**src/rtl/mac_array_pkg.sv**
```systemverilog
// mac_array_pkg: shared types and helpers for the multi-lane MAC engine.
//   state_e      - engine control states (IDLE, RUN, FLUSH, DONE)
//   wide_t       - 64-bit scratch type; products and accumulators must fit in it
//   ext_product  - sign- or zero-extends a product of prod_width bits
//   sat_max/min  - saturation limits for an accumulator of w bits
package mac_array_pkg;

    typedef enum logic [1:0] {IDLE, RUN, FLUSH, DONE} state_e;

    localparam int unsigned MAX_W = 64;
    typedef logic [MAX_W-1:0] wide_t;

    // Callers truncate the result to their accumulator width.
    function automatic wide_t ext_product(input wide_t product, input int unsigned prod_width,
                                          input logic is_signed);
        wide_t upper;
        wide_t msb;
        upper = ~wide_t'(0) << prod_width;
        msb   = product >> (prod_width - 1);
        if (is_signed && msb[0]) return product | upper;
        else                     return product & ~upper;
    endfunction

    // Largest representable value: all ones (unsigned) or 0111..1 (signed).
    function automatic wide_t sat_max(input int unsigned w, input logic is_signed);
        wide_t ones;
        ones = ~wide_t'(0) >> (MAX_W - w);
        return is_signed ? (ones >> 1) : ones;
    endfunction

    // Smallest representable value: zero (unsigned) or 1000..0 (signed).
    function automatic wide_t sat_min(input int unsigned w, input logic is_signed);
        return is_signed ? (wide_t'(1) << (w - 1)) : '0;
    endfunction

endpackage

```
**src/rtl/mac_array_lane.sv**
```systemverilog
// mac_lane: one MAC channel - product register (stage 1) and accumulator (stage 2).
// Optional macro MAC_ARRAY_SAT_EN: saturating accumulation plus a sticky ovf_o flag.
// Ports:
//   clk, rst         clock, synchronous active-high reset
//   clr_i            abort: clears product, product-valid, accumulator (and ovf_o)
//   start_i          burst start: zeroes the accumulator (and ovf_o)
//   beat_i           an operand beat is accepted this cycle
//   a_i, b_i         operands
//   acc_o            accumulator value
//   ovf_o            sticky saturation flag (MAC_ARRAY_SAT_EN only)
module mac_lane
    import mac_array_pkg::*;
#(
    parameter int DATA_WIDTH = 8,
    parameter int ACC_WIDTH  = 24,
    parameter int SIGNED     = 0
) (
    input  logic                  clk,
    input  logic                  rst,
    input  logic                  clr_i,
    input  logic                  start_i,
    input  logic                  beat_i,
    input  logic [DATA_WIDTH-1:0] a_i,
    input  logic [DATA_WIDTH-1:0] b_i,
    output logic [ACC_WIDTH-1:0]  acc_o
`ifdef MAC_ARRAY_SAT_EN
    ,
    output logic                  ovf_o
`endif
);

    localparam int PW = 2 * DATA_WIDTH;

    logic [PW-1:0]        prod_q, prod_d;
    logic                 prod_valid_q, prod_valid_d;
    logic [ACC_WIDTH-1:0] acc_q, acc_d;
    logic [ACC_WIDTH-1:0] prod_ext;
    logic [ACC_WIDTH-1:0] sum;
`ifdef MAC_ARRAY_SAT_EN
    logic                 ovf_q, ovf_d;
    logic                 carry;
    logic                 overflow;
    logic [ACC_WIDTH-1:0] limit;
`endif

    always_comb begin
        // NOTE: every signal written here gets a default first, so no path can infer a latch.
        prod_d       = prod_q;
        prod_valid_d = beat_i;
        acc_d        = acc_q;
        // Operands are widened to PW before multiplying so the full product is kept.
        if (beat_i) begin
            prod_d = (SIGNED != 0) ? PW'(PW'($signed(a_i)) * PW'($signed(b_i)))
                                   : PW'(PW'(a_i) * PW'(b_i));
        end
        prod_ext = ACC_WIDTH'(ext_product(wide_t'(prod_q), PW, SIGNED != 0));
`ifdef MAC_ARRAY_SAT_EN
        ovf_d        = ovf_q;
        {carry, sum} = {1'b0, acc_q} + {1'b0, prod_ext};
        if (SIGNED != 0) begin
            // Signed overflow: both addends share a sign that the sum does not.
            overflow = (acc_q[ACC_WIDTH-1] == prod_ext[ACC_WIDTH-1]) &&
                       (sum[ACC_WIDTH-1] != acc_q[ACC_WIDTH-1]);
            limit    = acc_q[ACC_WIDTH-1] ? ACC_WIDTH'(sat_min(ACC_WIDTH, 1'b1))
                                          : ACC_WIDTH'(sat_max(ACC_WIDTH, 1'b1));
        end else begin
            overflow = carry;
            limit    = ACC_WIDTH'(sat_max(ACC_WIDTH, 1'b0));
        end
        if (prod_valid_q) begin
            acc_d = overflow ? limit : sum;
            ovf_d = ovf_q | overflow;
        end
`else
        sum = acc_q + prod_ext;
        if (prod_valid_q) acc_d = sum;
`endif
        if (clr_i) begin
            prod_d       = '0;
            prod_valid_d = 1'b0;
            acc_d        = '0;
`ifdef MAC_ARRAY_SAT_EN
            ovf_d        = 1'b0;
`endif
        end else if (start_i) begin
            acc_d = '0;
`ifdef MAC_ARRAY_SAT_EN
            ovf_d = 1'b0;
`endif
        end
    end

    always_ff @(posedge clk) begin
        // NOTE: sequential state uses non-blocking assignments so every flop samples pre-edge values.
        if (rst) begin
            // NOTE: the datapath registers are reset too, so c_out reads zero straight out of reset.
            prod_q       <= '0;
            prod_valid_q <= 1'b0;
            acc_q        <= '0;
`ifdef MAC_ARRAY_SAT_EN
            ovf_q        <= 1'b0;
`endif
        end else begin
            prod_q       <= prod_d;
            prod_valid_q <= prod_valid_d;
            acc_q        <= acc_d;
`ifdef MAC_ARRAY_SAT_EN
            ovf_q        <= ovf_d;
`endif
        end
    end

    assign acc_o = acc_q;
`ifdef MAC_ARRAY_SAT_EN
    assign ovf_o = ovf_q;
`endif

endmodule

```
**src/rtl/mac_array.sv**
```systemverilog
// mac_array: LANES-wide pipelined multiply-accumulate engine with burst input and
// valid/ready result output. Holds the shared FSM, beat counter and handshakes.
// Optional macro MAC_ARRAY_SAT_EN: saturating lanes plus the ovf output port.
// Ports:
//   clk, rst              clock, synchronous active-high reset
//   clr                   synchronous abort back to IDLE
//   start, len            begin a burst of len beats (IDLE only)
//   in_valid, in_ready    operand beat handshake; a_in/b_in carry LANES operands
//   out_valid, out_ready  result handshake; c_out carries LANES accumulators
//   busy                  engine not in IDLE
//   ovf                   per-lane sticky saturation flag (MAC_ARRAY_SAT_EN only)
module mac_array
    import mac_array_pkg::*;
#(
    parameter int DATA_WIDTH = 8,
    parameter int LANES      = 4,
    parameter int ACC_WIDTH  = 3 * DATA_WIDTH,
    parameter int LEN_WIDTH  = 8,
    parameter int SIGNED     = 0
) (
    input  logic                        clk,
    input  logic                        rst,
    input  logic                        clr,
    input  logic                        start,
    input  logic [LEN_WIDTH-1:0]        len,
    input  logic                        in_valid,
    output logic                        in_ready,
    input  logic [LANES*DATA_WIDTH-1:0] a_in,
    input  logic [LANES*DATA_WIDTH-1:0] b_in,
    output logic                        out_valid,
    input  logic                        out_ready,
    output logic [LANES*ACC_WIDTH-1:0]  c_out,
    output logic                        busy
`ifdef MAC_ARRAY_SAT_EN
    ,
    output logic [LANES-1:0]            ovf
`endif
);

    state_e               state_q, state_d;
    logic [LEN_WIDTH-1:0] len_q, len_d;
    logic [LEN_WIDTH-1:0] cnt_q, cnt_d;
    logic                 in_ready_q, in_ready_d;
    logic                 out_valid_q, out_valid_d;
    logic                 busy_q, busy_d;
    logic                 accept;
    logic                 lane_start;

    assign accept     = in_valid && in_ready_q;
    assign lane_start = (state_q == IDLE) && start && !clr;

    always_comb begin
        state_d = state_q;
        len_d   = len_q;
        cnt_d   = cnt_q;
        case (state_q)
            IDLE: begin
                if (start) begin
                    len_d   = len;
                    cnt_d   = '0;
                    state_d = (len == '0) ? DONE : RUN;
                end
            end
            RUN: begin
                if (accept) begin
                    cnt_d = cnt_q + LEN_WIDTH'(1);
                    if (cnt_q == len_q - LEN_WIDTH'(1)) state_d = FLUSH;
                end
            end
            FLUSH:   state_d = DONE;   // last product lands in the accumulators
            DONE:    if (out_ready) state_d = IDLE;
            default: state_d = IDLE;
        endcase
        if (clr) begin
            state_d = IDLE;
            cnt_d   = '0;
        end
        // Handshake outputs are registered, decoded from the next state.
        in_ready_d  = (state_d == RUN);
        out_valid_d = (state_d == DONE);
        busy_d      = (state_d != IDLE);
    end

    always_ff @(posedge clk) begin
        if (rst) begin
            state_q     <= IDLE;
            len_q       <= '0;
            cnt_q       <= '0;
            in_ready_q  <= 1'b0;
            out_valid_q <= 1'b0;
            busy_q      <= 1'b0;
        end else begin
            state_q     <= state_d;
            len_q       <= len_d;
            cnt_q       <= cnt_d;
            in_ready_q  <= in_ready_d;
            out_valid_q <= out_valid_d;
            busy_q      <= busy_d;
        end
    end

    assign in_ready  = in_ready_q;
    assign out_valid = out_valid_q;
    assign busy      = busy_q;

    for (genvar i = 0; i < LANES; i++) begin : g_lane
        mac_lane #(
            .DATA_WIDTH(DATA_WIDTH),
            .ACC_WIDTH (ACC_WIDTH),
            .SIGNED    (SIGNED)
        ) u_lane (
            .clk    (clk),
            .rst    (rst),
            .clr_i  (clr),
            .start_i(lane_start),
            .beat_i (accept),
            .a_i    (a_in[i*DATA_WIDTH +: DATA_WIDTH]),
            .b_i    (b_in[i*DATA_WIDTH +: DATA_WIDTH]),
            .acc_o  (c_out[i*ACC_WIDTH +: ACC_WIDTH])
`ifdef MAC_ARRAY_SAT_EN
            ,
            .ovf_o  (ovf[i])
`endif
        );
    end

endmodule

```
**config.mk**
```make
export PLATFORM = sky130hd
export DESIGN_NAME = mac_array
export DESIGN_NICKNAME = d
export VERILOG_FILES = /design/src/rtl/mac_array_pkg.sv /design/src/rtl/mac_array_lane.sv /design/src/rtl/mac_array.sv
export SDC_FILE = /design/constraint.sdc
export NUM_CORES = 1
export LEC_CHECK = 0
export BUFFER_PORTS_ARGS = -buffer_cell sky130_fd_sc_hd__buf_4
export CORE_AREA = 2 2 201 154
export CTS_BUF_LIST = sky130_fd_sc_hd__clkbuf_16
export DETAILED_ROUTE_END_ITERATION = 10
export DIE_AREA = 0 0 203 156
export PLACE_DENSITY = 0.93
export SLEW_MARGIN = 20
export SYNTH_ARGS = -nofsm -noshare
export SYNTH_HDL_FRONTEND = slang
export SYNTH_SLANG_ARGS = --single-unit
export TNS_END_PERCENT = 10
```
**constraint.sdc**
```tcl
create_clock -name clk -period 6.7 [get_ports clk]
set_input_delay 1.34 -clock clk [delete_from_list [all_inputs] [get_ports clk]]
set_output_delay 1.34 -clock clk [all_outputs]
set_load 0.05 [all_outputs]
```
Word-level counts from Yosys, hierarchy flattened
Index checks and enable logic that the tools add are counted.
{"block": "totals", "regBits": 182}
{"block": "op_classes", "addsub": 6, "mul": 4, "n_eq_ne": 8, "n_mux": 10, "reduce_logical": 12}
{"operator": "adder 24 x 16 -> 24 bit", "count": 4}
{"operator": "multiplier 8 x 8 -> 16 bit", "count": 4}
{"operator": "2-to-1 mux 8 bit", "count": 2}
{"operator": "case mux 8 bit (2 select lines)", "count": 1}
{"operator": "2-to-1 mux 2 bit", "count": 6}
{"operator": "adder 8 x 1 -> 8 bit (second input constant)", "count": 1}
{"operator": "== test 8 bit", "count": 1}
{"operator": "zero test 8 bit", "count": 1}
{"operator": "case mux 2 bit (4 select lines)", "count": 1}
{"operator": "subtractor 8 x 1 -> 8 bit (second input constant)", "count": 1}
{"operator": "== test 2 bit (second input constant)", "count": 3}
{"operator": "== test 2 x 1 -> 1 bit (second input constant)", "count": 2}
{"operator": "nonzero test 2 bit", "count": 2}
{"operator": "logical AND 1 bit", "count": 3}
{"operator": "AND reduction 3 bit", "count": 1}
{"operator": "OR reduction 3 bit", "count": 1}
{"operator": "zero test 2 bit", "count": 1}
{"operator": "!= test 2 x 1 -> 1 bit (second input constant)", "count": 1}
{"operator": "!= test 2 bit (second input constant)", "count": 1}
{"operator": "AND reduction 2 bit", "count": 1}
{"operator": "OR reduction 2 bit", "count": 1}
{"operator": "zero test 1 bit", "count": 1}

Depth between registers and ports, before layout
{"block": "logic_depth", "depth_word": 7, "depth_mapped": 17, "ltp_nobuf": 17}

By module
Synthesis repeated with hierarchy kept, for this count alone.
{"block": "unflattened", "cells_unflattened": 2199, "hier_area_um2": 18809.3}
{"mod": "mac_lane at g_lane[1].u_lane", "n_inst": 1, "cells_per_inst": 523, "area_per_inst_um2": 4478.0, "seq_area_each_um2": 820.8}
{"mod": "mac_lane at g_lane[0].u_lane", "n_inst": 1, "cells_per_inst": 527, "area_per_inst_um2": 4448.0, "seq_area_each_um2": 820.8}
{"mod": "mac_lane at g_lane[3].u_lane", "n_inst": 1, "cells_per_inst": 521, "area_per_inst_um2": 4410.5, "seq_area_each_um2": 820.8}
{"mod": "mac_lane at g_lane[2].u_lane", "n_inst": 1, "cells_per_inst": 496, "area_per_inst_um2": 4361.7, "seq_area_each_um2": 820.8}
{"mod": "mac_array", "n_inst": 1, "cells_per_inst": 132, "area_per_inst_um2": 1111.1, "seq_area_each_um2": 420.4}

Least setup slack after synthesis
No wires, ideal clock.
{"block": "synth_timing", "path_type": "input -> register", "start": "input b_in[10]", "end": "register g_lane[1].u_lane.prod_q[14]", "setup_time_ns": 0.115, "arrival_ns": 5.020, "setup_slack_ns": 1.564, "path_stages": 14, "path_buffers": 0, "cell_sequence": "and2_1 > fa_1 > fa_1 > fa_1 > inv_1 > fa_1 > inv_1 > ha_1 > or3_1 > o31ai_1 > o21ai_0 > a31oi_1 > mux2i_1 > nand2_1"}
{"block": "synth_via", "elab_chain_len": 1}
{"element": "from (decl)", "line_no": "mac_array.sv:29", "text": "input logic [LANES*DATA_WIDTH-1:0] b_in,"}
{"element": "multiplier 8 x 8 -> 16 bit", "line_no": "mac_array_lane.sv:54", "text": ": PW'(PW'(a_i) * PW'(b_i));"}
{"element": "to (signal assigned)", "line_no": "mac_array_lane.sv:104", "text": "prod_q <= prod_d;"}
{"element": "to (decl)", "line_no": "mac_array_lane.sv:34", "text": "logic [PW-1:0] prod_q, prod_d;"}
No other way between the ends.
A chain may end at the register's enable or synchronous reset.

Final worst setup path
Ends and elaborated chain as after synthesis.

==> flow_summary.toml <==
[timing]
whs_ns = 0.455
relSlewSlack_pct = 23.5
max_clock_freq_mhz = 195
finClkSkew_ns = 0.0143
hold_viol = 0
finalSetupTns_ns = 0
slew_violations = 0
fin_crit_sh_pct = 76.5
min_period_ns = 5.13
final-setup-viol-count = 0
worstMarginPinSlew_ns = 1.13
rsz0062_at_grt = "no"

[pwr]
leakage_nw = 9.51
power_density_nw_per_um2 = 193
p_total_mw = 3.93
irDropWorstVdd_mv = 0.150

[synthesis]
yosysSeqAreaShare_pct = 20.1
synth_nets = 2627
yosysWarnings = 0
ys_types = 73
synth_edf_count = 0
synth.avg_cell_area_um2 = 8.29
ys_seq_elements = 182
async_flop_share_pct = 0
synth_area_um2 = 18200
synth_cells = 2191
synthFlopType = "dfxtp_1"

[global_route]
grt_antenna_before_repair = 0
grt-ovfl-total = 0
grt_usage_pct = 29.3
grt_pass1_wl_mm = 75.9
grt_max_degree = 60
grt_pass1_vias = 15644

[clock_network]
clkLatencyLatePin_ns = 0.45
cts_buffers = 17
ctsResizeCount = 0
clkSinkCount = 182
htreeDepth = 4
holdBufCountCts = 0
clkSlewWorstSetupHoldPaths_ns = 0.07
cts_buffer_depth = 2
cts_root_buffer = "clkbuf_16"
cts_tree = "done"
postCtsSetupRepairBufs = 0

[placement]
gp_congestion = 0.888
dp_hpwl_mm = 35.9
dp.cells = 2715
port_buffers = 176

[die]
row_count = 55
die_y_um = 156
dieArea_um2 = 31700
core-area_um2 = 29700
start_util_pct = 61.2
ios = 177
die_width_um = 203

[detailed_routing]
vias = 16109
finalWirelength_mm = 46.5
routedWlPerCell_um = 16.9
ant_nets = 0
drt_iter0_drc = 1165
drc = 0
drt_pass1_iterations = 5
drt-vias-per-instance = 5.87

[status]
outcome = "finished clean"

[setup_path]
cp.arrival_ns = 5.46
reg2reg_depth = 10
cpPeakStageDelay_ns = 0.52
path_cells = "buf_4 > and2_1 > fa_1 > fa_1 > fa_1 > inv_1 > fa_1 > inv_1 > ha_1 > or3_1 > o31ai_1 > o21ai_0 > a31oi_1 > mux2i_1 > nand2_1"
r2r_setup_slack_ns = 3.78
slowest_stage = "fa_1"
critPathRequiredTime_ns = 7.03
reg2reg_from = "g_lane[1].u_lane.acc_o[0]$_SDFFE_PP0P_"
endpoint_kind = "flip-flop"
start_kind = "input pin"
worstSetupPathType = "input pin to flip-flop"
rr_endpoint = "g_lane[1].u_lane.acc_o[22]$_SDFFE_PP0P_"
crit_fanout = 8
worst_path_most_repeated_cell = "fa_1"

[finish]
areaGrowthSynthToFinish_pct = 12.2
mostFrequentLayoutCell = "inv_1"
stdcell_count = 2746
regArea_um2 = 3650
nFillCells = 2274
finalNetCount = 2771
mostFrequentLayoutCells = "inv_1, nand2_1, ha_1, and2_1, buf_4"
drive_gt1_share_pct = 10.4
diodes = 0
multi_input_area_um2 = 13400
final_util_pct = 68.7

[hold_path]
min_from = "g_lane[2].u_lane.prod_q[0]$_SDFFE_PP0P_"
hold_path_depth = 2
min_to = "g_lane[2].u_lane.prod_q[0]$_SDFFE_PP0P_"
min_path_type = "flip-flop to flip-flop"

[run]
cap_violations = 0
report_power, final:
part	leakage, nW	internal (mW)	switching (mW)	total (mW)
Clock	0.282	0.514	0.457	0.971
Sequential	1.47	1.10	0.0147	1.11
Combinational	7.76	0.807	1.04	1.85
Total	9.51	2.42	1.52	3.93
critical path: cells and delay by family:
family,cells,cell delay (ns)
AO/OA/AOI/OAI,3,0.81
adder cells (fa/ha/maj),5,2.21
buffers and inverters,3,0.23
multiplexers,1,0.21
AND/OR/NAND/NOR,3,0.65
cell usage after synthesis (4+ instances only):
cell	number	share of area, %
nand3_1	31	0.85
inv_1	244	5.0
mux2i_1	38	2.1
nor2_1	166	3.4
a211o_1	4	0.19
xor2_1	29	1.4
o21ai_1	5	0.14
o21a_1	22	0.91
nand4b_1	4	0.19
a21oi_1	149	4.1
a31oi_1	9	0.31
a2111oi_0	4	0.19
clkbuf_1	45	0.93
a211oi_2	4	0.28
buf_1	10	0.21
a31o_2	7	0.34
o31a_1	7	0.34
nand2_1	238	4.9
nor2b_1	18	0.62
a22o_1	4	0.19
and3_1	22	0.76
o21bai_1	6	0.25
ha_1	210	14
nor4_1	8	0.28
or3_1	20	0.69
fa_1	148	16
o21ai_0	86	2.4
nand2b_1	14	0.48
nand4_1	10	0.34
o41ai_1	5	0.24
xnor2_1	55	2.7
a211oi_1	33	1.4
o22ai_1	12	0.41
and2_1	204	7.0
o211ai_1	4	0.17
dfxtp_1	182	20
a21o_1	33	1.4
nor3_1	41	1.1
area by class of cell:
type                    instances  share of cell area (%)
clock buffers                  17                    2.09
clock inverters                14                   0.620
inverters                     245                    4.51
multi-input cells            1706                    65.7
flip-flops and latches        182                    17.9
well taps                     399                    2.45
repair buffers                183                    6.74
layer usage:
metal | GRT usage, % | wire length, um | part of all wire (%)
met2 | 48.2 | 21400 | 46
met1 | 39.1 | 20000 | 43
met3 | 5.95 | 3950 | 8.5
met4 | 8.48 | 1130 | 2.4
met5 | 0 | 0 | 0
how the worst max path moves through the flow:
stage / start / end / slack (ns)
finish: b_in[10] / g_lane[1].u_lane.prod_q[14]$_SDFFE_PP0P_ / 1.57
global route: b_in[10] / g_lane[1].u_lane.prod_q[14]$_SDFFE_PP0P_ / 1.33
CTS: b_in[10] / g_lane[1].u_lane.prod_q[14]$_SDFFE_PP0P_ / 1.57
detailed placement: b_in[10] / g_lane[1].u_lane.prod_q[14]$_SDFFE_PP0P_ / 1.18
global placement: b_in[10] / g_lane[1].u_lane.prod_q[14]$_SDFFE_PP0P_ / 1.26
floorplan: b_in[10] / g_lane[1].u_lane.prod_q[14]$_SDFFE_PP0P_ / 1.56
state kept, by name (all words and copies together) (netlist names):
register and cells:
busy 1, cnt_q 8, g_lane.u_lane.acc_o 96, g_lane.u_lane.prod_q 64, g_lane.u_lane.prod_valid_q 1, in_ready 1, len_q 8, out_valid 1
state_q 2
per-stage QoR:
stage	instance area (um2)	setup slack, ns
after global routing	20400	1.33
final	20400	1.57
after detailed placement	19800	1.18
after global placement	19800	1.26
after CTS	20400	1.57
after floorplan	18200	1.56
cells by family (layout without fill, tap and decap cells):
family	after synthesis	after routing	synth area share (%)
XOR/XNOR	85	85	4.14
flip-flops	182	182	20.1
multiplexers	41	41	2.28
adder cells (fa/ha/maj)	358	358	30.8
AND/OR/NAND/NOR	790	790	21.3
AO/OA/AOI/OAI	432	432	15.1
buffers and inverters	303	459	6.28
(Power assumes the default switching activity.)
